<file path="src/rtl/pc_fetch_if.sv">
// Fetch-side bundle for the PC unit: control inputs, redirect/trap inputs,
// and the imem request with its status outputs.
//
// Handshake: the PC unit asserts fetch_valid_o with the address on pc_o; a
// request is accepted on a rising clock edge where fetch_valid_o and
// fetch_ready_i are both 1. While fetch_valid_o is 1 and the request has not
// been accepted, pc_o holds its value. fetch_ready_i may change at any time
// and never depends on fetch_valid_o through a combinational path here.
interface pc_fetch_if #(
   parameter int unsigned XLEN = 32
);
   logic            start_i;
   logic            halt_i;
   logic            stall_i;
   logic            redirect_valid_i;
   logic [XLEN-1:0] redirect_pc_i;
   logic            trap_i;
   logic            fetch_ready_i;
   logic            fetch_valid_o;
   logic [XLEN-1:0] pc_o;
   logic [XLEN-1:0] pc_next_o;
   logic            redirect_pending_o;
   logic [1:0]      state_o;

   // PC unit side: drives the fetch request
   modport master (
      input  start_i, halt_i, stall_i, redirect_valid_i, redirect_pc_i, trap_i,
             fetch_ready_i,
      output fetch_valid_o, pc_o, pc_next_o, redirect_pending_o, state_o
   );

   // Pipeline/imem side: consumes the fetch request
   modport slave (
      output start_i, halt_i, stall_i, redirect_valid_i, redirect_pc_i, trap_i,
             fetch_ready_i,
      input  fetch_valid_o, pc_o, pc_next_o, redirect_pending_o, state_o
   );
endinterface

</file>
<file path="src/rtl/pc_fetch_ctrl.sv">
// Program-counter unit: holds the fetch PC, issues valid/ready fetch requests,
// selects the next PC (trap, redirect, stall, sequential), buffers redirects
// that arrive while a request is waiting, and sequences run/halt with an FSM.
module pc_fetch_ctrl #(
   parameter int unsigned     XLEN      = 32,
   parameter int unsigned     INC       = 4,
   parameter logic [XLEN-1:0] RESET_VEC = '0,
   parameter logic [XLEN-1:0] TRAP_VEC  = XLEN'(32'h0000_0080)
) (
   input  logic       clk_i,
   input  logic       rst_i,
   pc_fetch_if.master bus
);

   localparam logic [1:0] ST_IDLE = 2'b00;
   localparam logic [1:0] ST_RUN  = 2'b01;
   localparam logic [1:0] ST_HALT = 2'b10;

   // Targets are aligned to the increment; INC is a power of two.
   localparam logic [XLEN-1:0] INC_W      = XLEN'(INC);
   localparam logic [XLEN-1:0] ALIGN_MASK = ~(INC_W - XLEN'(1));

   logic [1:0]      state_q, state_d;
   logic [XLEN-1:0] pc_q, pc_d;
   logic [XLEN-1:0] pc_next;
   logic [XLEN-1:0] target_q;
   logic            pend_redir_q;
   logic            pend_trap_q;
   logic            halt_req_q, halt_req_d;
   logic            fetch_valid;
   logic            accept;

   assign fetch_valid = (state_q == ST_RUN);
   assign accept      = fetch_valid & bus.fetch_ready_i;
   assign pc_next     = pc_q + INC_W;

   assign bus.fetch_valid_o      = fetch_valid;
   assign bus.pc_o               = pc_q;
   assign bus.pc_next_o          = pc_next;
   assign bus.redirect_pending_o = pend_redir_q | pend_trap_q;
   assign bus.state_o            = state_q;

   // Next PC: only moves on an accepted request, so the address stays stable otherwise
   always_comb begin
      pc_d = pc_q;
      if (accept) begin
         if (bus.trap_i || pend_trap_q) begin
            pc_d = TRAP_VEC & ALIGN_MASK;
         end else if (pend_redir_q) begin
            pc_d = target_q;
         end else if (bus.redirect_valid_i) begin
            pc_d = bus.redirect_pc_i & ALIGN_MASK;
         end else if (bus.stall_i) begin
            pc_d = pc_q;
         end else begin
            pc_d = pc_next;
         end
      end
   end

   // Run/halt FSM next state and halt request tracking
   always_comb begin
      state_d    = state_q;
      halt_req_d = 1'b0;
      case (state_q)
         ST_IDLE, ST_HALT: begin
            if (bus.start_i) begin
               state_d = ST_RUN;
            end
         end
         ST_RUN: begin
            halt_req_d = halt_req_q | bus.halt_i;
            if (accept) begin
               halt_req_d = 1'b0;
               if (halt_req_q || bus.halt_i) begin
                  state_d = ST_HALT;
               end
            end
         end
         default: begin
            state_d = ST_IDLE;
         end
      endcase
   end

   // State, PC and halt request registers
   always_ff @(posedge clk_i or negedge rst_i) begin
      if (!rst_i) begin
         state_q    <= ST_IDLE;
         pc_q       <= RESET_VEC;
         halt_req_q <= 1'b0;
      end else begin
         state_q    <= state_d;
         pc_q       <= pc_d;
         halt_req_q <= halt_req_d;
      end
   end

   // Redirect/trap buffer: captures events while a request waits, cleared on accept
   always_ff @(posedge clk_i or negedge rst_i) begin
      if (!rst_i) begin
         pend_redir_q <= 1'b0;
         pend_trap_q  <= 1'b0;
         target_q     <= '0;
      end else if (accept) begin
         pend_redir_q <= 1'b0;
         pend_trap_q  <= 1'b0;
      end else if (fetch_valid) begin
         if (bus.trap_i) begin
            pend_trap_q <= 1'b1;
         end
         if (bus.redirect_valid_i && !pend_trap_q) begin
            pend_redir_q <= 1'b1;
            target_q     <= bus.redirect_pc_i & ALIGN_MASK;
         end
      end
   end

endmodule
</file>
<file path="src/flat_wrapper.sv">
// flat-port wrapper written by rule: the top's interface ports become plain ports
module pc_fetch_ctrl_flat 
#(
   parameter int unsigned     XLEN      = 32,
   parameter int unsigned     INC       = 4,
   parameter logic [XLEN-1:0] RESET_VEC = '0,
   parameter logic [XLEN-1:0] TRAP_VEC  = XLEN'(32'h0000_0080)
)
  (clk_i, rst_i, bus_start_i, bus_halt_i, bus_stall_i, bus_redirect_valid_i, bus_redirect_pc_i, bus_trap_i, bus_fetch_ready_i, bus_fetch_valid_o, bus_pc_o, bus_pc_next_o, bus_redirect_pending_o, bus_state_o);
  pc_fetch_if #(.XLEN(XLEN)) bus_i ();
  input  logic clk_i;
  input  logic rst_i;
  input wire logic [$bits(bus_i.start_i)-1:0] bus_start_i;
  input wire logic [$bits(bus_i.halt_i)-1:0] bus_halt_i;
  input wire logic [$bits(bus_i.stall_i)-1:0] bus_stall_i;
  input wire logic [$bits(bus_i.redirect_valid_i)-1:0] bus_redirect_valid_i;
  input wire logic [$bits(bus_i.redirect_pc_i)-1:0] bus_redirect_pc_i;
  input wire logic [$bits(bus_i.trap_i)-1:0] bus_trap_i;
  input wire logic [$bits(bus_i.fetch_ready_i)-1:0] bus_fetch_ready_i;
  output wire logic [$bits(bus_i.fetch_valid_o)-1:0] bus_fetch_valid_o;
  output wire logic [$bits(bus_i.pc_o)-1:0] bus_pc_o;
  output wire logic [$bits(bus_i.pc_next_o)-1:0] bus_pc_next_o;
  output wire logic [$bits(bus_i.redirect_pending_o)-1:0] bus_redirect_pending_o;
  output wire logic [$bits(bus_i.state_o)-1:0] bus_state_o;
  assign bus_i.start_i = bus_start_i;
  assign bus_i.halt_i = bus_halt_i;
  assign bus_i.stall_i = bus_stall_i;
  assign bus_i.redirect_valid_i = bus_redirect_valid_i;
  assign bus_i.redirect_pc_i = bus_redirect_pc_i;
  assign bus_i.trap_i = bus_trap_i;
  assign bus_i.fetch_ready_i = bus_fetch_ready_i;
  assign bus_fetch_valid_o = bus_i.fetch_valid_o;
  assign bus_pc_o = bus_i.pc_o;
  assign bus_pc_next_o = bus_i.pc_next_o;
  assign bus_redirect_pending_o = bus_i.redirect_pending_o;
  assign bus_state_o = bus_i.state_o;
  pc_fetch_ctrl #(.XLEN(XLEN), .INC(INC), .RESET_VEC(RESET_VEC), .TRAP_VEC(TRAP_VEC)) u_core (.clk_i(clk_i), .rst_i(rst_i), .bus(bus_i));
endmodule
</file>
<file path="config.mk">
export PLATFORM = sky130hd
export DESIGN_NAME = pc_fetch_ctrl_flat
export DESIGN_NICKNAME = d
export VERILOG_FILES = /design/src/rtl/pc_fetch_if.sv /design/src/rtl/pc_fetch_ctrl.sv /design/src/flat_wrapper.sv
export SDC_FILE = /design/constraint.sdc
export NUM_CORES = 1
export LEC_CHECK = 0
export ABC_CLOCK_PERIOD_IN_PS = 3980
export BUFFER_PORTS_ARGS = -buffer_cell sky130_fd_sc_hd__buf_2
export CORE_AREA = 2 2 87 89
export DETAILED_ROUTE_END_ITERATION = 10
export DIE_AREA = 0 0 89 91
export PLACE_DENSITY = 0.86
export RECOVER_POWER = 50
export SLEW_MARGIN = 5
export SYNTH_ARGS = -nofsm -noshare
export SYNTH_HDL_FRONTEND = slang
export SYNTH_SLANG_ARGS = --single-unit
</file>
<file path="constraint.sdc">
create_clock -name clk_i -period 3.98 [get_ports clk_i]
set_clock_uncertainty 0.1 [all_clocks]
set_input_delay 0.597 -clock clk_i [delete_from_list [all_inputs] [get_ports clk_i]]
set_output_delay 0.597 -clock clk_i [all_outputs]
set_load 0.05 [all_outputs]
</file>
# [After elaboration in Yosys (flattened, before gate mapping)]
# Index checks and enable logic that the tools add are counted.
[classes] addsub=1 eq_ne=6 muxes=16 bitwise=4 reduce_logical=14
[ops] op="$mux 32" count=4
[ops] op="$add 32x3->32 const B" count=1
[ops] op="$mux 1" count=8
[ops] op="$mux 2" count=3
[ops] op="$ne 2x2->1 const B" count=3
[ops] op="$reduce_and 2->1" count=3
[ops] op="$reduce_and 3->1" count=2
[ops] op="$reduce_bool 2->1" count=3
[ops] op="$ne 4x1->1 const B" count=1
[ops] op="$pmux 2 s2" count=1
[ops] op="$eq 2x1->1 const B" count=1
[ops] op="$eq 2x2->1 const B" count=1
[ops] op="$logic_not 2->1" count=1
[ops] op="$logic_or 1x1->1" count=2
[ops] op="$or 1x1->1" count=2
[ops] op="$reduce_or 2->1" count=1
[ops] op="$and 1x1->1" count=1
[ops] op="$logic_and 1x1->1" count=1
[ops] op="$logic_not 1->1" count=1
[ops] op="$not 1->1" count=1
[totals] register_bits=67 inputBits=40 output_inout_bits=68 wordCells=47

# [Longest topological paths before layout]
[depth] word_depth=5 ltp_mapped=8 mapped_depth_nobuf=6

# [Worst setup path after synthesis]
# Ideal clock, no wire load.
[synth_timing] kind="reg-to-output" from="register u_core.pc_q[4], in the netlist u_core.bus.pc_o[4]" to="output port bus_pc_next_o[16]" arrival_ns=2.607 path_slack_ns=0.676 stages_incl_launch_ff=7 n_path_buf=2 path_cell_list="dfrtp_1 clkbuf_2 and4_1 clkbuf_1 nand4_1 nor3_1 xor2_1"
[synth_via] elab_chain_len=1
[synth_rtl] item="from (decl)" line_no="pc_fetch_ctrl.sv:24" text="logic [XLEN-1:0] pc_q, pc_d;"
[synth_rtl] item="from (signal assigned)" line_no="pc_fetch_ctrl.sv:94" text="pc_q <= pc_d;"
[synth_rtl] item="$add 32x3->32" line_no="pc_fetch_ctrl.sv:35" text="assign pc_next = pc_q + INC_W;"
[synth_rtl] item="to (decl)" line_no="flat_wrapper.sv:22" text="output wire logic [$bits(bus_i.pc_next_o)-1:0] bus_pc_next_o;"
# Every way passes these cells.

# [Worst setup path after layout]
[layout_timing] from="register u_core.pc_q[2], in the netlist u_core.bus.pc_o[2]" to="output port bus_pc_next_o[29]"
# Same word-level chain as after synthesis.

==> summary.md <==
| Metric | Value |
|---|---|
| Detailed-route DRC error count | `0` |
| Total clock buffers created by CTS | `9` |
| Count of buffers inserted at the top-level ports | `approximately 100` |
| Die area | `between 8000 and 9000 µm²` |
| Dominant cells by area after synthesis | `dfrtp_1 (41%), mux2_2 (8.2%), xnor2_1 (3.1%)` |
| Slew Viols, Final | `42` |
| # rows | `31` |
| Clock insertion delay at the later pin of the skew report | `340 ps` |
| FFs w/ async S/R, synth | `100%` |
| Placed wire-length estimate | `slightly below 8000 µm` |
| Setup-failing EPs final | `0` |
| Max clock buf depth | `2` |
| Vias per std cell | `approximately 6.4` |
| Maximum fanout count along the critical path | `7` |
| Number of global-route vias before repair | `between 3000 and 4000` |
| Sink count of the clock tree | `between 60 and 70` |
| Leakage power summed over all cells | `between 2 and 2.5 nW` |
| Maximum clock frequency | `roughly 310 MHz` |
| Drt first-iter violations | `about 370` |
| Number of setup buffers added after CTS | `0` |
| Leading cell types in the layout, fill and taps excluded | `buf_2 (73), dfrtp_1 (65), nor2_1 (32)` |
| Buf+Inv Stages, Crit Path | `1` |
| Number of antenna repair diodes | `0` |
| Count of antenna-violating nets left after detailed routing | `0` |
| Register area share after synthesis | `between 40% and 50%` |
| Vias after detailed routing | `between 3000 and 4000` |
| Type of the worst setup path | `reg2out` |
| Number of enable-type register cells in the synthesized netlist | `0` |
| Number of hold-slack violations in the final timing report | `0` |
| Initial antenna violation count | `0` |
| Worst slew pin tran | `2250 ps` |
| Post-cts sizing count | `0` |
| Run status | `finished, violations left` |
| Post-synth design cell area | `~4000 µm²` |
| Startpoint type of the worst setup path | `flip-flop` |
| Area share of the leading cell type in the synthesized netlist | `41.0%` |
| Tightest slew margin relative to the limit | `-50.1%` |
| Setup repair after global routing missed its margin | `false` |
| Largest net degree at the start of global routing | `42` |
| Die span in y | `91 µm` |
| Area taken by flip-flops and latches | `approximately 1600 µm²` |
| Area of the multi-input gates | `approximately 2200 µm²` |
| Die X-Extent | `89 µm` |
| Max stage delay on crit path | `620 ps` |
| Hold buffers post-CTS | `0` |
| Clock tree from TritonCTS | `yes` |
| Critical Path End Type | `primary output` |
| Post-synthesis instance total | `between 400 and 500` |
| Core Footprint | `approximately 7000 µm²` |
| Total Routed Length | `approximately 11000 µm` |
| Average wire length per cell after detail routing | `approximately 19 µm` |
| Total congestion overflow | `0` |
| First-pass GRT wire length | `between 15000 and 20000 µm` |
| Root Buffer Master | `clkbuf_8` |
| Worst-case vdd ir drop | `approximately 0.61 mV` |
| Average cell area after synthesis | `about 9.6 µm²` |
| Final #Nets | `544` |
| Slowest cell on crit path | `or4_4` |
| Most common cell after layout, fill and taps aside | `buf_2` |
| Total negative slack | `0 ps` |
| Critical path, cell by cell | `nand2_1, or4_4, or3_4, xnor2_2, buf_2` |
| Number of placed I/O pins | `108` |
| Count of different cell masters after synthesis | `65` |
| Ratio of final minimum period to clock period | `approximately four fifths` |
| Fillers | `around 630` |
| GRT Overall Usage | `approximately 29%` |
| Worst endpoint data arrival time | `2490 ps` |
| Starting density of the core | `55.6%` |
| Final estimated routing congestion in global placement | `slightly below 0.9` |
| Path category of the worst min-delay check | `in2reg` |
| Drt pass-1 iters | `5` |
| Clock-pin slew on the worst setup and hold paths | `70 ps` |
| Most used flip-flop cell after synthesis | `dfrtp_1` |
| Yosys Warn Count | `0` |
| Post-layout minimum cycle time | `3190 ps` |
| Data required time of the critical path | `between 3000 and 4000 ps` |
| H-tree level count | `3` |
| Share of cells above drive strength 1 | `between 20% and 30%` |
| Total of max-cap violations | `1` |
| P per Cell Area | `around 900 nW/µm²` |
| Cell taking the most area after synthesis | `dfrtp_1` |
| Kind of cell adding the most delay to the critical path | `simple AND/OR/NAND/NOR gates` |
| Number of storage elements in the synthesis netlist | `65` |
| Layout Area Growth over Synthesis | `16.3%` |
| Final core occ | `about 65%` |
| Violations in the final reports | `capacitance limit, slew limit` |
==> final timing paths <==
path                                startpoint                   to  slack [ps]  depth (start not counted)
hold reg to reg            u_core.target_q[14]  u_core.target_q[14]         390                          2
setup reg to reg           u_core.pend_redir_q  u_core.bus.pc_o[21]        1470                          5
max in group asynchronous                rst_i  u_core.bus.pc_o[10]        1350                          2
hold / removal               bus_fetch_ready_i    u_core.halt_req_q         360                          2
setup / recovery            u_core.bus.pc_o[2]    bus_pc_next_o[29]         790                          5
min in group asynchronous                rst_i  u_core.bus.pc_o[21]         820                          1
==> routing by layer <==
metal	GRT usage (%)	vias to the layer above	part of all wire, %
met3	5.00	47	7.7
li1	-	1716	-
met1	39.3	1898	41
met4	14.9	0	3.6
met5	0	-	0
met2	44.2	219	48
==> kinds of logic (layout without fill, tap and decap cells) <==
logic type | count (synthesis) | in the layout | synth area share [%]
simple gates | 130 | 130 | 18.1
fa+ha+maj | 1 | 1 | 0.316
mux | 34 | 34 | 9.50
flops | 65 | 65 | 41.0
compound gates | 114 | 114 | 20.3
xor+xnor | 27 | 27 | 6.15
buf+inv | 41 | 129 | 4.51
other cells | 1 | 4 | 0.0946
==> per-stage QoR <==
stage	hold WS, ps	instances	worst slack [ps]	total power, mW	cell area [µm²]
after floorplan	201	416	676	3.07	3980
after global placement	364	591	1200	3.56	4510
after detailed placement	378	591	1190	3.63	4510
after CTS	327	603	824	4.07	4650
after global routing	375	603	642	4.27	4610
final	359	603	795	4.06	4610
==> registers in the layout (all words and copies together) (netlist names) <==
signal               count
u_core.bus.pc_o         30
u_core.bus.state_o       2
u_core.halt_req_q        1
u_core.pend_redir_q      1
u_core.pend_trap_q       1
u_core.target_q         30
==> area by class of cell <==
type	count	share of cell area [%]
sequential	65	35.3
tap	99	2.69
clock buffer	10	2.77
clock inverter	2	0.217
timing repair buffer	107	11.1
multi-input combinational	310	47.1
inverter	10	0.814
==> power breakdown <==
group / total [mW] / internal (mW) / switching, mW
registers: 1.36 / 0.962 / 0.397
clock network: 0.447 / 0.210 / 0.237
logic: 2.26 / 0.621 / 1.64
total: 4.06 / 1.79 / 2.27
==> cell usage after synthesis, types with 5 or more instances <==
| master | number |
|---|---|
| a21oi_1 | 15 |
| a221o_1 | 6 |
| a22o_1 | 5 |
| a22oi_1 | 12 |
| and3_1 | 10 |
| buf_4 | 5 |
| clkbuf_1 | 17 |
| dfrtp_1 | 65 |
| inv_1 | 9 |
| mux2_2 | 29 |
| mux2i_1 | 5 |
| nand2_1 | 23 |
| nand3_1 | 15 |
| nand4_1 | 6 |
| nor2_1 | 32 |
| nor3_1 | 10 |
| nor4_1 | 5 |
| o21ai_0 | 24 |
| o221ai_1 | 8 |
| o22ai_1 | 11 |
| xnor2_1 | 14 |
| xor2_1 | 12 |
Power figures use the tool's default switching activity.
